$ cat config.mk
export PLATFORM = sky130hd
export DESIGN_NAME = load_store_unit
export DESIGN_NICKNAME = d
export VERILOG_FILES = /design/src/rtl/load_store_unit.sv
export SDC_FILE = /design/constraint.sdc
export NUM_CORES = 1
export LEC_CHECK = 0
export ABC_AREA = 1
export CAP_MARGIN = 20
export CORE_ASPECT_RATIO = 1.25
export CORE_UTILIZATION = 35
export CTS_BUF_LIST = sky130_fd_sc_hd__clkbuf_8
export CTS_CLUSTER_DIAMETER = 200
export CTS_CLUSTER_SIZE = 8
export DETAILED_ROUTE_END_ITERATION = 10
export GPL_ROUTABILITY_DRIVEN = 0
export PLACE_DENSITY = 0.74
export SETUP_SLACK_MARGIN = 0.05
export SLEW_MARGIN = 20
export SYNTH_ARGS = -nofsm -noshare
export SYNTH_HDL_FRONTEND = slang
export SYNTH_SLANG_ARGS = --single-unit
$ cat constraint.sdc
create_clock -name clk -period 3.05 [get_ports clk]
set_clock_uncertainty 0.15 [all_clocks]
set_input_delay 0.305 -clock clk [delete_from_list [all_inputs] [get_ports clk]]
set_output_delay 0.305 -clock clk [all_outputs]
set_load 0.05 [all_outputs]
$ cat src/rtl/load_store_unit.sv
// Load/store sequencer in front of a word-only data memory: does sub-word
// extraction/extension on loads, read-modify-write on sub-word stores, and error checks.
module load_store_unit #(
    parameter logic [31:0] ADDR_LIMIT = 32'h0000_1000
) (
    input  logic        clk,
    input  logic        rst_n,
    input  logic        req_valid,
    output logic        req_ready,
    input  logic        req_write,
    input  logic [1:0]  req_size,
    input  logic        req_unsigned,
    input  logic [31:0] req_addr,
    input  logic [31:0] req_wdata,
    output logic        resp_valid,
    output logic [31:0] resp_rdata,
    output logic        resp_err,
    output logic        mem_read,
    output logic        mem_write,
    output logic [31:0] mem_address,
    output logic [31:0] mem_write_data,
    input  logic [31:0] mem_read_data
);

    typedef enum logic [1:0] {IDLE, READ, WRITE, RESP} state_t;

    state_t      state_q, state_d;
    logic [31:0] addr_q;
    logic [31:0] wword_q;
    logic [31:0] rdata_q;
    logic [1:0]  size_q;
    logic        write_q;
    logic        uns_q;
    logic        err_q;
    logic        accept;
    logic        req_err;

    // Pull the addressed lane out of a memory word and extend it to 32 bits.
    function automatic logic [31:0] extract_load(input logic [31:0] word,
                                                 input logic [1:0]  lane,
                                                 input logic [1:0]  size,
                                                 input logic        uns);
        logic [7:0]  b;
        logic [15:0] h;
        logic [31:0] r;
        b = word[{lane, 3'b000} +: 8];
        h = word[{lane[1], 4'b0000} +: 16];
        case (size)
            2'b00:   r = uns ? {24'b0, b} : {{24{b[7]}}, b};
            2'b01:   r = uns ? {16'b0, h} : {{16{h[15]}}, h};
            default: r = word;
        endcase
        return r;
    endfunction

    // Replace only the addressed lane of the read word with the store data.
    function automatic logic [31:0] merge_store(input logic [31:0] word,
                                                input logic [31:0] wdata,
                                                input logic [1:0]  lane,
                                                input logic [1:0]  size);
        logic [31:0] mask;
        logic [31:0] data;
        case (size)
            2'b00: begin
                mask = 32'h0000_00FF << {lane, 3'b000};
                data = {24'b0, wdata[7:0]} << {lane, 3'b000};
            end
            2'b01: begin
                mask = 32'h0000_FFFF << {lane[1], 4'b0000};
                data = {16'b0, wdata[15:0]} << {lane[1], 4'b0000};
            end
            default: begin
                mask = 32'hFFFF_FFFF;
                data = wdata;
            end
        endcase
        return (word & ~mask) | (data & mask);
    endfunction

    assign accept  = req_valid && (state_q == IDLE);
    assign req_err = (req_size == 2'b11)
                  || (req_size == 2'b01 && req_addr[0])
                  || (req_size == 2'b10 && req_addr[1:0] != 2'b00)
                  || (req_addr >= ADDR_LIMIT);

    always_ff @(posedge clk or negedge rst_n) begin
        if (!rst_n) begin
            state_q <= IDLE;
            addr_q  <= '0;
            wword_q <= '0;
            rdata_q <= '0;
            size_q  <= '0;
            write_q <= 1'b0;
            uns_q   <= 1'b0;
            err_q   <= 1'b0;
        end else begin
            state_q <= state_d;
            if (accept) begin
                addr_q  <= req_addr;
                wword_q <= req_wdata;
                rdata_q <= '0;
                size_q  <= req_size;
                write_q <= req_write;
                uns_q   <= req_unsigned;
                err_q   <= req_err;
            end
            // READ closing edge: wword_q still holds the raw store data here
            if (state_q == READ) begin
                if (write_q)
                    wword_q <= merge_store(mem_read_data, wword_q, addr_q[1:0], size_q);
                else
                    rdata_q <= extract_load(mem_read_data, addr_q[1:0], size_q, uns_q);
            end
        end
    end

    always_comb begin
        state_d = state_q;
        case (state_q)
            IDLE: begin
                if (accept) begin
                    if (req_err)
                        state_d = RESP;
                    else if (!req_write || req_size != 2'b10)
                        state_d = READ;
                    else
                        state_d = WRITE;
                end
            end
            READ:    state_d = write_q ? WRITE : RESP;
            WRITE:   state_d = RESP;
            RESP:    state_d = IDLE;
            default: state_d = IDLE;
        endcase
    end

    always_comb begin
        req_ready      = (state_q == IDLE);
        resp_valid     = (state_q == RESP);
        resp_rdata     = (state_q == RESP) ? rdata_q : 32'h0;
        resp_err       = (state_q == RESP) ? err_q : 1'b0;
        mem_read       = (state_q == READ);
        mem_write      = (state_q == WRITE);
        mem_address    = (state_q == READ || state_q == WRITE) ? {addr_q[31:2], 2'b00} : 32'h0;
        mem_write_data = (state_q == WRITE) ? wword_q : 32'h0;
    end

endmodule

# --- Word level (Yosys, flattened, before mapping) ---
# Cells that the tools add are included.
totals:
  register_bits: 103
  output_inout_bits: 101
classes:
  magnitude_cmp: 1
  eq_ne: 9
  shifts: 6
  n_mux: 24
  bitwise_logic: 4
  n_reduce_logical: 12
ops:
  columns: ["operator", "count"]
  rows:
  - ["two-way mux 32 bit", 15]
  - ["case mux 32 bit (2 select lines)", 3]
  - ["bitwise AND 32 bit", 2]
  - [">= comparator 32 x 13 -> 1 bit, second input constant", 1]
  - ["inverter 32 bit", 1]
  - ["bitwise OR 32 bit", 1]
  - ["variable part select 32 x 6 -> 16 bit", 1]
  - ["variable part select 32 x 6 -> 8 bit", 1]
  - ["left shift 16 x 5 -> 32 bit", 1]
  - ["left shift 16 x 5 -> 32 bit, first input constant", 1]
  - ["left shift 8 x 5 -> 32 bit", 1]
  - ["left shift 8 x 5 -> 32 bit, first input constant", 1]
  - ["== test 2 bit, second input constant", 4]
  - ["case mux 2 bit (4 select lines)", 1]
  - ["== test 2 x 1 -> 1 bit, second input constant", 3]
  - ["two-way mux 2 bit", 3]
  - ["logical OR 1 bit", 5]
  - ["logical NOT 2 bit", 2]
  - ["logical AND 1 bit", 3]
  - ["two-way mux 1 bit", 2]
  - ["!= test 2 x 1 -> 1 bit, second input constant", 1]
  - ["!= test 2 bit, second input constant", 1]
  - ["nonzero test 2 bit", 1]
  - ["logical NOT 1 bit", 1]

# --- Longest topological paths before layout ---
depth:
  ltp_word: 9
  mapped_depth: 11

# --- Worst setup path before layout ---
# OpenSTA, ideal clock, no wires.
synth_path:
  path_type: "register -> output"
  from: "reg state_q[0]"
  to: "out mem_write_data[10]"
  arrival_time_ps: 1844
  t_required_ps: 2595
  slack_ps: 751
  stages_incl_launch_ff: 7
  n_path_buf: 2
  path_cell_list: "dfrtp_1 > inv_1 > ha_1 > clkbuf_1 > clkbuf_1 > nand2_1 > inv_1"
synth_between:
  elab_chain_cells: 2
synth_lines:
  columns: ["element", "line_no", "source"]
  rows:
  - ["from (decl)", "27", "state_t state_q, state_d;"]
  - ["from (signal assigned)", "97", "state_q <= state_d;"]
  - ["== test 2 bit", null, null]
  - ["via mem_write", "19", "output logic mem_write,"]
  - ["two-way mux 32 bit", "145", "mem_write_data = (state_q == WRITE) ? wword_q : 32'h0;"]
  - ["to (decl)", "21", "output logic [31:0] mem_write_data,"]
# The timed path passes the listed nets, and every way through them passes these cells.

# --- Worst setup path after layout ---
layout_path:
  from: "reg state_q[1]"
  to: "out mem_address[27]"
layout_between:
  elab_chain_cells: 3
  elab_cells_between_ends: 4
  classes_between: "eq/ne: 2; mux: 1; reduce/logical: 1"
layout_lines:
  columns: ["element", "line_no", "source"]
  rows:
  - ["== test 2 x 1 -> 1 bit or == test 2 bit (tied branches)", "144", "mem_address = (state_q == READ || state_q == WRITE) ? {addr_q[31:2], 2'b00} : 32'h0;"]
  - ["logical OR 1 bit (*)", "144", null]
  - ["two-way mux 32 bit (*)", "144", null]
  - ["to (decl)", "20", "output logic [31:0] mem_address,"]
# Mark *: on every way between the ends. The rest lies on a longest branch, timed or not.

==> key figures <==
Status
  – Status: finished, final reports clean

Drt
  – DRC: 0
  – Post-route antenna net violation count: 0
  – Vias post-DR: 7491
  – DR iter-0 viols: approximately 520
  – Total Wirelength: 22720 um
  – Vias/cell: 4.753
  – Drt pass-1 iters: 6
  – Per-cell routed wire length: approximately 14 um

Setup path
  – Dominant delay contributor by cell family on the critical path: buffers and inverters
  – Max incr delay on CP: 800 ps
  – Crit-path cells: inv_1 -> ha_1 -> buf_4 -> nand2_1 -> inv_1 -> clkdlybuf4s50_1
  – R2R cell count: 9
  – CP endpoint kind: primary output
  – Worst path depth: 6
  – CP Launch Type: flip-flop
  – CP bufs+invs: 4
  – CP dominant cell by count: inv_1
  – Max FO, Critical Path: 31
  – Slowest cell on the critical path: clkdlybuf4s50_1
  – Critical path class: flip-flop to primary output
  – CP Data Required Time: 2590 ps
  – WP data arrival: 2370 ps

Clocking
  – # H-tree levels: 3
  – CTS Buf Count: 9
  – Max clock buf depth: 2
  – Worst skew pair latency: 380 ps
  – Clk slew on worst S/H paths: 100 ps
  – CTS tree: built
  – CTS sink count: 103
  – CTS resizes: 0
  – Root Buffer: clkbuf_8

Power and ir drop
  – Worst VDD drop: 0.0006493 V
  – Sequential Power Share: between 20 and 25%
  – Clock Power Share: 9.6%
  – P_int: just under 5000 uW
  – Leakage dissipation: 0.005395 uW
  – Switch Pwr: 6073 uW
  – Sw frac: 55.59%
  – PwrDens: 1185 nW/um^2
  – Comb power frac: 65.6%

Yosys
  – Syn Inst Count: 1137
  – #FFs+latches synth: 103
  – Largest cells by area after synthesis: dfrtp_1, nand2_1, inv_1
  – Register area share after synthesis: 37.17%
  – Synth Cell Area: ~7000 um^2
  – Cell variety after synth: 30
  – Cell type with the largest total area after synthesis: dfrtp_1
  – Yosys warnings: 0
  – Area share of the largest cell type after synthesis: between 30% and 40%
  – Avg Inst Size Synth: 6.099 um^2

Timing
  – Period utilisation layout: between 90 and 100%
  – Period minus WS final: 2825 ps
  – RSZ-0062 raised after global routing: false
  – Max Clk Rate: 354.0 MHz
  – Setup TNS: 0 ps
  – Final Hold Vio Count: 0
  – Final setup vio count: 0
  – Worst setup margin: 225.0 ps
  – Final Max Slew Viols: 0
  – Slew margin rel.: a little over two fifths
  – Least-Margin Pin Slew: 860.1 ps

Global routing
  – Initial antenna violation count: 1
  – First-pass GRT wire length: 35570 um
  – Vias in the first global route: 6750
  – Grt ovf: 0
  – Total GRT Usage: between 20% and 30%
  – Pin count of the biggest net entering global routing: 61

Floorplan
  – Die Height: 159.4 um
  – Die area: 20380 um^2
  – Top Ports: 204
  – Area of the core: slightly below 20000 um^2
  – Die X: 127.9 um
  – FP Rows: 57
  – Initial Util: 35.75%

Placement
  – DP Wirelength: about 17000 um
  – Place WS: 634.4 ps
  – Number of I/O port buffers: 201

Final layout
  – Area grow syn2layout: 32.95%
  – Share of cells above drive strength 1: under 10%
  – Post-layout net count: 1413

Hold path
  – Hold depth: 3
  – Hold Path Class: input port to flip-flop

Flow run
  – Max-Cap Viols: 0
[final timing paths]
kind	to	start	slack [ps]
max in group asynchronous	addr_q[26]	rst_n	1680
min in group asynchronous	rdata_q[21]	rst_n	340
setup reg to reg	state_q[0]	state_q[1]	720
setup / recovery	mem_address[27]	state_q[1]	220
hold reg to reg	addr_q[22]	addr_q[22]	350
hold / removal	addr_q[2]	req_addr[2]	290
[synth_stat cells, drive strengths merged]
cell / instances
nand2: 513
inv: 179
nand3: 126
dfrtp: 103
nor2: 53
a21oi: 42
o21ai: 41
buf: 33
clkbuf: 27
o211ai: 6
ha: 4
nand4: 3
clkinv: 2
conb: 1
nor3: 1
o21bai: 1
o22ai: 1
or2: 1
[stage by stage]
step / hold WS (ps) / instance area (um^2) / util (%) / std cells / power, uW
global placement: 243.3 / 8966 / 46.22 / 1559 / 9732
finish: 292.2 / 9219 / 47.52 / 1576 / 10920
floorplan: -140.6 / 6938 / - / 1138 / 7813
global route: 312.8 / 9219 / 47.52 / 1576 / 11750
CTS: 285.8 / 9216 / 47.51 / 1575 / 10940
detailed placement: 244.6 / 8966 / 46.22 / 1559 / 9845
[per-layer routing]
layer | up-vias | share of wire, % | routed length [um] | GRT usage, %
met2 | 297 | 49 | 11180 | 37.03
met3 | 40 | 6.3 | 1437 | 2.621
li1 | 3750 | - | - | -
met5 | - | 0 | 0 | 0
met1 | 3404 | 42 | 9431 | 29.37
met4 | 0 | 3.0 | 671 | 8.503
[area by class of cell]
| cell class | count | area [um^2] |
|---|---|---|
| fill | 2019 | 10180 |
| multi-input combinational | 794 | 3396 |
| sequential | 103 | 2577 |
| timing repair buffer | 217 | 1992 |
| inverter | 181 | 679.4 |
| tap | 265 | 331.6 |
| clock buffer | 9 | 123.9 |
| clock inverter | 6 | 116.4 |
| antenna | 1 | 2.502 |
[power groups by stage]
stage / sequential, uW / combinational [uW] / clock, uW
global route: 2770 / 7850 / 1120
detailed placement: 2710 / 7130 / 0
CTS: 2690 / 7170 / 1080
finish: 2710 / 7170 / 1050
global placement: 2700 / 7030 / 0
floorplan: 2430 / 5390 / 0
[placed cells by master (no fill, tap or decap), types with 2 or more instances in the layout]
cell type | Yosys | final
o21ai_0 | 35 | 35
nor2_1 | 48 | 48
nand3_1 | 124 | 124
a21oi_1 | 42 | 42
nand2_2 | 6 | 6
clkbuf_8 | 1 | 9
inv_6 | 0 | 2
buf_4 | 6 | 80
conb_1 | 1 | 2
bufinv_16 | 0 | 3
buf_12 | 0 | 2
clkinv_1 | 2 | 2
nor2_2 | 2 | 2
o211ai_1 | 6 | 6
inv_1 | 175 | 175
nand2_4 | 1 | 2
ha_1 | 4 | 4
nor2_4 | 3 | 3
inv_2 | 4 | 4
clkdlybuf4s50_1 | 0 | 134
o21ai_1 | 3 | 3
nand2_1 | 506 | 505
nand4_1 | 3 | 3
o21ai_2 | 3 | 3
dfrtp_1 | 103 | 103
nand3_2 | 2 | 2
[cells by family after synthesis]
group	after synthesis	share of synthesized area [%]
fa+ha+maj	4	0.7218
buf+inv	241	14.02
simple gates	697	41.03
other cells	1	0.05408
flops	103	37.17
compound gates	91	7.001
[repair_timing]
| action | in CTS | in global routing |
|---|---|---|
| setup buffers | 0 | 0 |
| hold buffers | 1 | 0 |
| hold endpoints to repair | 49 | 0 |
[worst register-to-register path, delay by kind of cell (launching register included)]
family        cells  cell delay (ps)
fa+ha+maj         1              210
buf+inv           3              550
flops             1              390
simple gates      5              930
(Power assumes the default switching activity.)
